$ cat config.mk
export PLATFORM = sky130hd
export DESIGN_NAME = pool2x2_stream
export DESIGN_NICKNAME = d
export VERILOG_FILES = /design/src/rtl/pool2x2_stream_pkg.sv /design/src/rtl/pool2x2_stream_line_buf.sv /design/src/rtl/pool2x2_stream.sv
export SDC_FILE = /design/constraint.sdc
export NUM_CORES = 1
export LEC_CHECK = 0
export ABC_AREA = 1
export BUFFER_PORTS_ARGS = -buffer_cell sky130_fd_sc_hd__buf_2
export CAP_MARGIN = 20
export CORE_MARGIN = 4
export CORE_UTILIZATION = 33
export DETAILED_ROUTE_END_ITERATION = 12
export PLACE_DENSITY_LB_ADDON = 0.15
export SLEW_MARGIN = 15
export SYNTH_ARGS = -nofsm -noshare
export SYNTH_HDL_FRONTEND = slang
export SYNTH_HIERARCHICAL = 1
export SYNTH_SLANG_ARGS = --single-unit
$ cat constraint.sdc
create_clock -name iCLK -period 3.7 [get_ports iCLK]
set_input_delay 0.37 -clock iCLK [delete_from_list [all_inputs] [get_ports iCLK]]
set_output_delay 0.37 -clock iCLK [all_outputs]
set_load 0.05 [all_outputs]
$ cat src/rtl/pool2x2_stream_pkg.sv
// Shared constants for the 2x2 stride-2 pooling engine.
package pool2x2_stream_pkg;

  localparam logic MODE_MAX = 1'b0;
  localparam logic MODE_AVG = 1'b1;

  // Four-pixel sum divided by four
  localparam int unsigned AVG_SHIFT = 2;

  // Line-buffer word holds a horizontal pair sum, so it needs one extra bit
  function automatic int unsigned lbWidth(input int unsigned dw);
    return dw + 1;
  endfunction

endpackage

$ cat src/rtl/pool2x2_stream_line_buf.sv
// One-line buffer of horizontal reductions: synchronous write, combinational read.
module pool_line_buf #(
  parameter int unsigned Depth = 15,
  parameter int unsigned Width = 9,
  parameter int unsigned AW    = (Depth > 1) ? $clog2(Depth) : 1
) (
  input  logic             iCLK,
  input  logic             iWE,
  input  logic [AW-1:0]    iADDR,
  input  logic [Width-1:0] iWDATA,
  output logic [Width-1:0] oRDATA
);

  logic [Width-1:0] mem [Depth];

  always_ff @(posedge iCLK) begin
    if (iWE) mem[iADDR] <= iWDATA;
  end

  assign oRDATA = mem[iADDR];

endmodule

$ cat src/rtl/pool2x2_stream.sv
// Streaming 2x2 stride-2 max/average pooling over a raster-ordered pixel stream.
module pool2x2_stream
  import pool2x2_stream_pkg::*;
#(
  parameter int unsigned DW = 8,
  parameter int unsigned W  = 30,
  parameter int unsigned H  = 30,
  parameter int unsigned CW = 5,
  parameter int unsigned RW = 5
) (
  input  logic          iCLK,
  input  logic          iRSTn,
  input  logic          iCLR,
  input  logic          iVALID,
  input  logic [DW-1:0] iDATA,
  input  logic          iMODE,
  output logic          oVALID,
  output logic [DW-1:0] oDATA,
  output logic          oLAST
);

  localparam int unsigned LW    = lbWidth(DW);
  localparam int unsigned Depth = W / 2;
  localparam int unsigned AW    = (Depth > 1) ? $clog2(Depth) : 1;
  localparam logic [CW-1:0] ColLast = CW'(W - 1);
  localparam logic [RW-1:0] RowLast = RW'(H - 1);

  logic [CW-1:0] col;
  logic [RW-1:0] row;
  logic [DW-1:0] pair;
  logic          mode;

  logic          accept, colOdd, rowOdd, colEnd, rowEnd, lbWe;
  logic [AW-1:0] lbAddr;
  logic [LW-1:0] hred, lbRd;
  logic [DW+1:0] sum;
  logic [DW-1:0] vred;

  always_comb begin
    accept = iVALID & ~iCLR;
    colOdd = col[0];
    rowOdd = row[0];
    colEnd = (col == ColLast);
    rowEnd = (row == RowLast);
    lbAddr = AW'(col >> 1);
    lbWe   = accept & colOdd & ~rowOdd;
    // mode is already latched for this frame whenever col is odd
    if (mode == MODE_AVG) hred = {1'b0, pair} + {1'b0, iDATA};
    else                  hred = (pair > iDATA) ? LW'(pair) : LW'(iDATA);
    sum = {1'b0, lbRd} + {1'b0, hred};
    if (mode == MODE_AVG) vred = DW'(sum >> AVG_SHIFT);
    else                  vred = (lbRd > hred) ? lbRd[DW-1:0] : hred[DW-1:0];
  end

  pool_line_buf #(
    .Depth (Depth),
    .Width (LW),
    .AW    (AW)
  ) uLineBuf (
    .iCLK   (iCLK),
    .iWE    (lbWe),
    .iADDR  (lbAddr),
    .iWDATA (hred),
    .oRDATA (lbRd)
  );

  always_ff @(posedge iCLK or negedge iRSTn) begin
    if (!iRSTn) begin
      col    <= '0;
      row    <= '0;
      pair   <= '0;
      mode   <= MODE_MAX;
      oVALID <= 1'b0;
      oLAST  <= 1'b0;
      oDATA  <= '0;
    end else if (iCLR) begin
      col    <= '0;
      row    <= '0;
      pair   <= '0;
      oVALID <= 1'b0;
      oLAST  <= 1'b0;
      oDATA  <= '0;
    end else begin
      oVALID <= 1'b0;
      oLAST  <= 1'b0;
      if (accept) begin
        if (col == '0 && row == '0) mode <= iMODE;
        if (!colOdd) pair <= iDATA;
        if (colEnd) begin
          col <= '0;
          row <= rowEnd ? '0 : row + 1'b1;
        end else begin
          col <= col + 1'b1;
        end
        if (colOdd && rowOdd) begin
          oDATA  <= vred;
          oVALID <= 1'b1;
          oLAST  <= colEnd && rowEnd;
        end
      end
    end
  end

endmodule

# After elaboration in Yosys (flattened, before gate mapping)
# Memory sizes are Yosys's and may differ from the RTL's.
# Cells that the tools add are included.
[op_classes] n_addsub=4 magnitude_cmp=2 eq_ne=3 muxes=25 bitwise_logic=5 n_reduce_logical=12
[op_table] op="two-way mux 8 bit" count=9
[op_table] op="two-way mux 5 bit" count=7
[op_table] op="adder 5 x 1 -> 5 bit, second input constant" count=2
[op_table] op="adder 9 x 9 -> 10 bit" count=1
[op_table] op="equality test 5 bit, second input constant" count=2
[op_table] op="zero test 5 bit" count=2
[op_table] op="adder 8 x 8 -> 9 bit" count=1
[op_table] op="greater-than comparator 9 bit" count=1
[op_table] op="two-way mux 9 bit" count=1
[op_table] op="greater-than comparator 8 bit" count=1
[op_table] op="two-way mux 1 bit" count=8
[op_table] op="AND reduction 2 bit" count=3
[op_table] op="nonzero test 2 bit" count=3
[op_table] op="AND 1 bit" count=3
[op_table] op="logical AND 1 bit" count=3
[op_table] op="AND reduction 3 bit" count=1
[op_table] op="inequality test 2 bit, second input constant" count=1
[op_table] op="NOT 1 bit" count=2
[word_totals] regBits=29 ramBits=135 inputBits=13 out_inout_bits=10 elab_cells=59 memories=1
[memory_table] name="uLineBuf.mem" words=15 width=9 read_ports=1 rd_ports_with_merged_regs=0 write_ports=1 line="pool2x2_stream_line_buf.sv:14" rtl="logic [Width-1:0] mem [Depth];"

# Longest topological paths before layout
[depth] ltp_word=9 depth_mapped=29 ltp_nobuf=29

# By module
# Netlist, hierarchy kept.
[modules_own_cells] module="pool_line_buf" n_inst=1 cells_each=528 area_per_inst_um2=5632.9 seq_area_each_um2=4053.9
[modules_own_cells] module="pool2x2_stream" n_inst=1 cells_each=427 area_per_inst_um2=2962.8 seq_area_each_um2=725.7

# Worst setup path before layout
# Ideal clock, no wire load.
[synth_timing] path_type="input -> register" startpoint="in iDATA[0]" endpoint="reg oDATA[0]" setup_time_ns=0.118 t_arrival_ns=2.943 required_time_ns=3.582 setup_slack_ns=0.639 cell_stages=21 path_buffers=0 cell_sequence="ha_1 inv_1 fa_1 inv_1 nand4_1 nand3_1 nor2_1 o21ai_0 nand2_1 inv_1 ha_1 inv_2 nand2_1 nor3_2 nand4_4 nand3_1 nand2_1 inv_1 nand2_1 nand2_1 nand2_1"
[synth_via] elab_chain_len=9 elab_cells_between_ends=11 classes_between="add/sub: 2; order compare: 2; mux: 7"
[synth_rtl] element="start: declaration" line="pool2x2_stream.sv:15" rtl="input logic [DW-1:0] iDATA,"
[synth_rtl] element="greater-than comparator 8 bit" line="pool2x2_stream.sv:49" rtl="else hred = (pair > iDATA) ? LW'(pair) : LW'(iDATA);"
[synth_rtl] element="two-way mux 8 bit" line="pool2x2_stream.sv:49"
[synth_rtl] element="two-way mux 9 bit *" line="pool2x2_stream.sv:48" rtl="if (mode == MODE_AVG) hred = {1'b0, pair} + {1'b0, iDATA};"
[synth_rtl] element="via hred[6]" line="pool2x2_stream.sv:35" rtl="logic [LW-1:0] hred, lbRd;"
[synth_rtl] element="greater-than comparator 9 bit *" line="pool2x2_stream.sv:52" rtl="else vred = (lbRd > hred) ? lbRd[DW-1:0] : hred[DW-1:0];"
[synth_rtl] element="two-way mux 8 bit *" line="pool2x2_stream.sv:52"
[synth_rtl] element="two-way mux 8 bit *" line="pool2x2_stream.sv:51" rtl="if (mode == MODE_AVG) vred = DW'(sum >> AVG_SHIFT);"
[synth_rtl] element="two-way mux 8 bit *" line="pool2x2_stream.sv:95" rtl="if (colOdd && rowOdd) begin"
[synth_rtl] element="two-way mux 8 bit *" line="pool2x2_stream.sv:86" rtl="if (accept) begin"
[synth_rtl] element="two-way mux 8 bit *" line="pool2x2_stream.sv:76" rtl="end else if (iCLR) begin"
[synth_rtl] element="end signal: assignment" line="pool2x2_stream.sv:96" rtl="oDATA <= vred;"
[synth_rtl] element="end: declaration" line="pool2x2_stream.sv:18" rtl="output logic [DW-1:0] oDATA,"
# The timed path passes the listed nets; every way through them passes the cells marked *. The select of a mux whose other input is x is not followed.
# A chain may end at the register's enable or synchronous reset.

# Worst setup path in the final report
[layout_timing] startpoint="reg pair[7]" endpoint="reg oDATA[3]"
[layout_via] elab_chain_len=9 elab_cells_between_ends=11 classes_between="add/sub: 2; order compare: 2; mux: 7"
[layout_rtl] element="start: declaration" line="pool2x2_stream.sv:30" rtl="logic [DW-1:0] pair;"
[layout_rtl] element="start signal: assignment" line="pool2x2_stream.sv:88" rtl="if (!colOdd) pair <= iDATA;"
[layout_rtl] element="greater-than comparator 8 bit" line="pool2x2_stream.sv:49"
[layout_rtl] element="two-way mux 8 bit" line="pool2x2_stream.sv:49"
[layout_rtl] element="two-way mux 9 bit" line="pool2x2_stream.sv:48"
[layout_rtl] element="via hred[6]" line="pool2x2_stream.sv:35"
[layout_rtl] element="greater-than comparator 9 bit" line="pool2x2_stream.sv:52"
[layout_rtl] element="two-way mux 8 bit" line="pool2x2_stream.sv:52"
[layout_rtl] element="two-way mux 8 bit" line="pool2x2_stream.sv:51"
[layout_rtl] element="two-way mux 8 bit" line="pool2x2_stream.sv:95"
[layout_rtl] element="two-way mux 8 bit" line="pool2x2_stream.sv:86"
[layout_rtl] element="two-way mux 8 bit" line="pool2x2_stream.sv:76"
# The timed path passes the listed nets, and every way through them passes these cells. The select of a mux whose other input is x is not followed.

==> out/metrics.csv <==
stage,metric,value,unit
yosys,yosys-top-cells-count,"368 x nand2_1, 135 x edfxtp_1, 97 x nand3_1",
routing,viasPerCell,4.73,
hold_path,hp-class,input port to register,
yosys,synth_top_area_share,47.2,%
floorplan,die_y,169,µm
timing,tightestPinTransition,0.927,ns
cells_and_area,drive_gt1_share,11.9,%
power,p_leak,0.00453,µW
timing,setup_tns,0,ns
timing,setup_viol,0,
routing,wirelength,22300,µm
yosys,synthFlopType,edfxtp_1,
setup_path,cp_data_required_time,4.02,ns
timing,final_max_slew_viol_count,0,
setup_path,worstSetupStartpointType,register,
yosys,async_flop_share,17.7,%
timing,max_freq,302,MHz
clocking,ctsHtreeMaxLevel,4,
cells_and_area,fillCellCount,2633,
setup_path,slowest_stage,dfrtp_1,
setup_path,critPathMaxFanout,9,
setup_path,arrival,3.63,ns
setup_path,path_delay_family,simple AND/OR/NAND/NOR gates,
setup_path,cp-end-kind,register,
cells_and_area,area_growth,15.4,%
yosys,ys_seq_area_share,55.6,%
power,vdd_drop_max,0.000246,V
clocking,cts_tree,yes,
global_routing,antenna_found_initial,0,
clocking,postCtsSetupBuffers,0,
floorplan,die_area,28700,µm²
floorplan,rows,58,
cells_and_area,nNetsFinal,1068,
routing,routedWlPerCell,16.4,µm
cells_and_area,regArea,4780,µm²
place,place_area,9320,µm²
clocking,ctsRootBufferMaster,clkbuf_16,
yosys,synth-seq-cells,164,
global_routing,grt_pass1_wl,35300,µm
floorplan,core_area,25400,µm²
clocking,clkLatencyLatePin,0.43,ns
place,dpl.hpwl,15500,µm
floorplan,die_w,169,µm
global_routing,grt_use_total,16.0,%
timing,finalCritPeriodShare,89.5,%
timing,min_period,3.31,ns
routing,drtIter0Drc,352,
global_routing,grt_pass1_vias,6275,
yosys,synth_cells,955,
clocking,cts.sinks,164,
setup_path,crit_top_cell,nand2_1,
clocking,numCtsBuffers,17,
setup_path,crit_chain,"ha_1, a21o_1, nor2_1, nand2_4, nand2_4, nand2_1, nand3_1, nand2_1, inv_1, ha_1, inv_2, nand2_1, nor3_2, nand4_4, nand3_1, nand2_1, inv_1, nand2_1, nand2_1, nand2_1",
setup_path,crit_type,register to register,
run_status,status,finished clean,
cells_and_area,fin_area,9920,µm²
cells_and_area,multi_input_area,3290,µm²
yosys,ys_warn_count,6,
yosys,syn_nets,1010,
yosys,synth_most_common_cell,nand2_1,
setup_path,worst-path-buf-inv,3,
floorplan,num_io_pins,23,
floorplan,initial_utilization,33.8,%
yosys,syn-cell-area,8600,µm²
yosys,avgSynthCellArea,9.00,µm²
timing,skew,0.0119,ns
place,portBuffers,22,
yosys,synth_top_cell_by_area,edfxtp_1,
flow_run,maxCapViolations,0,
timing,maxSlewHeadroom,37.9,%
routing,drcViolationCount,0,
yosys,synth_edf_count,135,
power,powerDensity,641,nW/µm²
place,gp_congestion,0.909,
global_routing,grt_overflow_total,0,
global_routing,grt_max_degree,38,
clocking,clkTransAtPathRegs,0.07,ns
cells_and_area,antenna_cells,0,
routing,vias,6408,
routing,antenna_left,0,
yosys,synth.distinct_cells,41,
setup_path,cpPeakStageDelay,0.44,ns
yosys,yosys-top-cells-area,"edfxtp_1 47%, nand2_1 16%, dfrtp_1 8.4%",
routing,drt_pass1_iterations,5,
timing,rsz0062_at_grt,no,
clocking,clk_path_buf_depth,2,
timing,hold_violations,0,
[stage by stage]
stage | worst slack, ns | power (µW) | hold slack [ns] | cells | utilization [%]
6_report | 0.389 | 6360 | 0.180 | 1356 | 39.0
5_1_grt | 0.0160 | 6800 | 0.192 | 1356 | 39.0
3_3_place_gp | 0.212 | 4660 | 0.459 | 1323 | 36.7
3_5_place_dp | 0.138 | 4660 | 0.466 | 1323 | 36.7
4_1_cts | 0.260 | 6440 | 0.158 | 1356 | 39.0
2_1_floorplan | 0.639 | 3830 | 0.0744 | 955 | -
[power breakdown]
part           switching [µW]  total, µW  internal [µW]  leakage [µW]
clock                     804       1770            961      0.000286
combinational            1580       2260            682       0.00264
sequential               69.7       2340           2270       0.00161
[worst paths after layout]
path	start	end	slack [ns]	cells after the start
max	pair[7]$_DFFE_PN0P_	oDATA[3]$_DFFE_PN0P_	0.39	20
min	iMODE	mode$_DFFE_PN0P_	0.18	3
max reg2reg	pair[7]$_DFFE_PN0P_	oDATA[3]$_DFFE_PN0P_	0.39	20
min reg2reg	oDATA[5]$_DFFE_PN0P_	oDATA[5]$_DFFE_PN0P_	0.48	2
max in group asynchronous	iRSTn	col[1]$_DFFE_PN0P_	2.68	2
min in group asynchronous	iRSTn	pair[7]$_DFFE_PN0P_	0.52	2
[registers in the layout, indices dropped and copies added, names as in the netlist]
signal / flops
oLAST: 1
oDATA: 8
row: 5
mode: 1
col: 5
uLineBuf/mem: 135
oVALID: 1
pair: 8
[cell families after synthesis]
family                   Yosys count  synth area share [%]
AO/OA/AOI/OAI                     58                  4.03
adder cells (fa/ha/maj)           42                  6.20
flip-flops                       164                  55.6
buffers and inverters            128                  6.11
XOR/XNOR                           7                 0.713
AND/OR/NAND/NOR                  556                  27.3
[layout by cell type, fill, tap and decap left out, drive strengths merged, types with 17 or more instances in the layout]
master	instances
buf	63
dfrtp	29
inv	110
o21ai	17
nand2	374
clkbuf	17
nand3	99
ha	41
nor2	65
edfxtp	135
a21oi	26
[area by class of cell]
class / count / share of cell area [%]
Clock buffer: 17 / 4.29
Inverter: 103 / 3.90
Clock inverter: 15 / 1.65
Multi-Input combinational cell: 663 / 33.2
Sequential cell: 164 / 48.2
Tap cell: 330 / 4.16
Timing Repair Buffer: 64 / 4.57
[per-layer routing]
layer / share of wire [%] / vias to the layer above / global-route usage, % / wire, µm
li1: - / 3246 / - / -
met1: 47 / 3025 / 21.9 / 10500
met2: 48 / 117 / 26.3 / 10700
met3: 3.3 / 20 / 2.52 / 740
met4: 1.5 / 0 / 4.66 / 329
met5: 0 / - / 0 / 0
[tightest hold or removal path, cell delays in order]
cell and delay, ns:
buf_2 0.09, nand2_1 0.04, o21ai_0 0.06
[what timing repair did]
item                                    CTS  global route
hold buffers                              1             0
endpoints found under the hold margin     8             0
resized for setup                         0             2
endpoints found under the setup margin    0             8
Note: power is estimated with default switching activity, not from simulation.
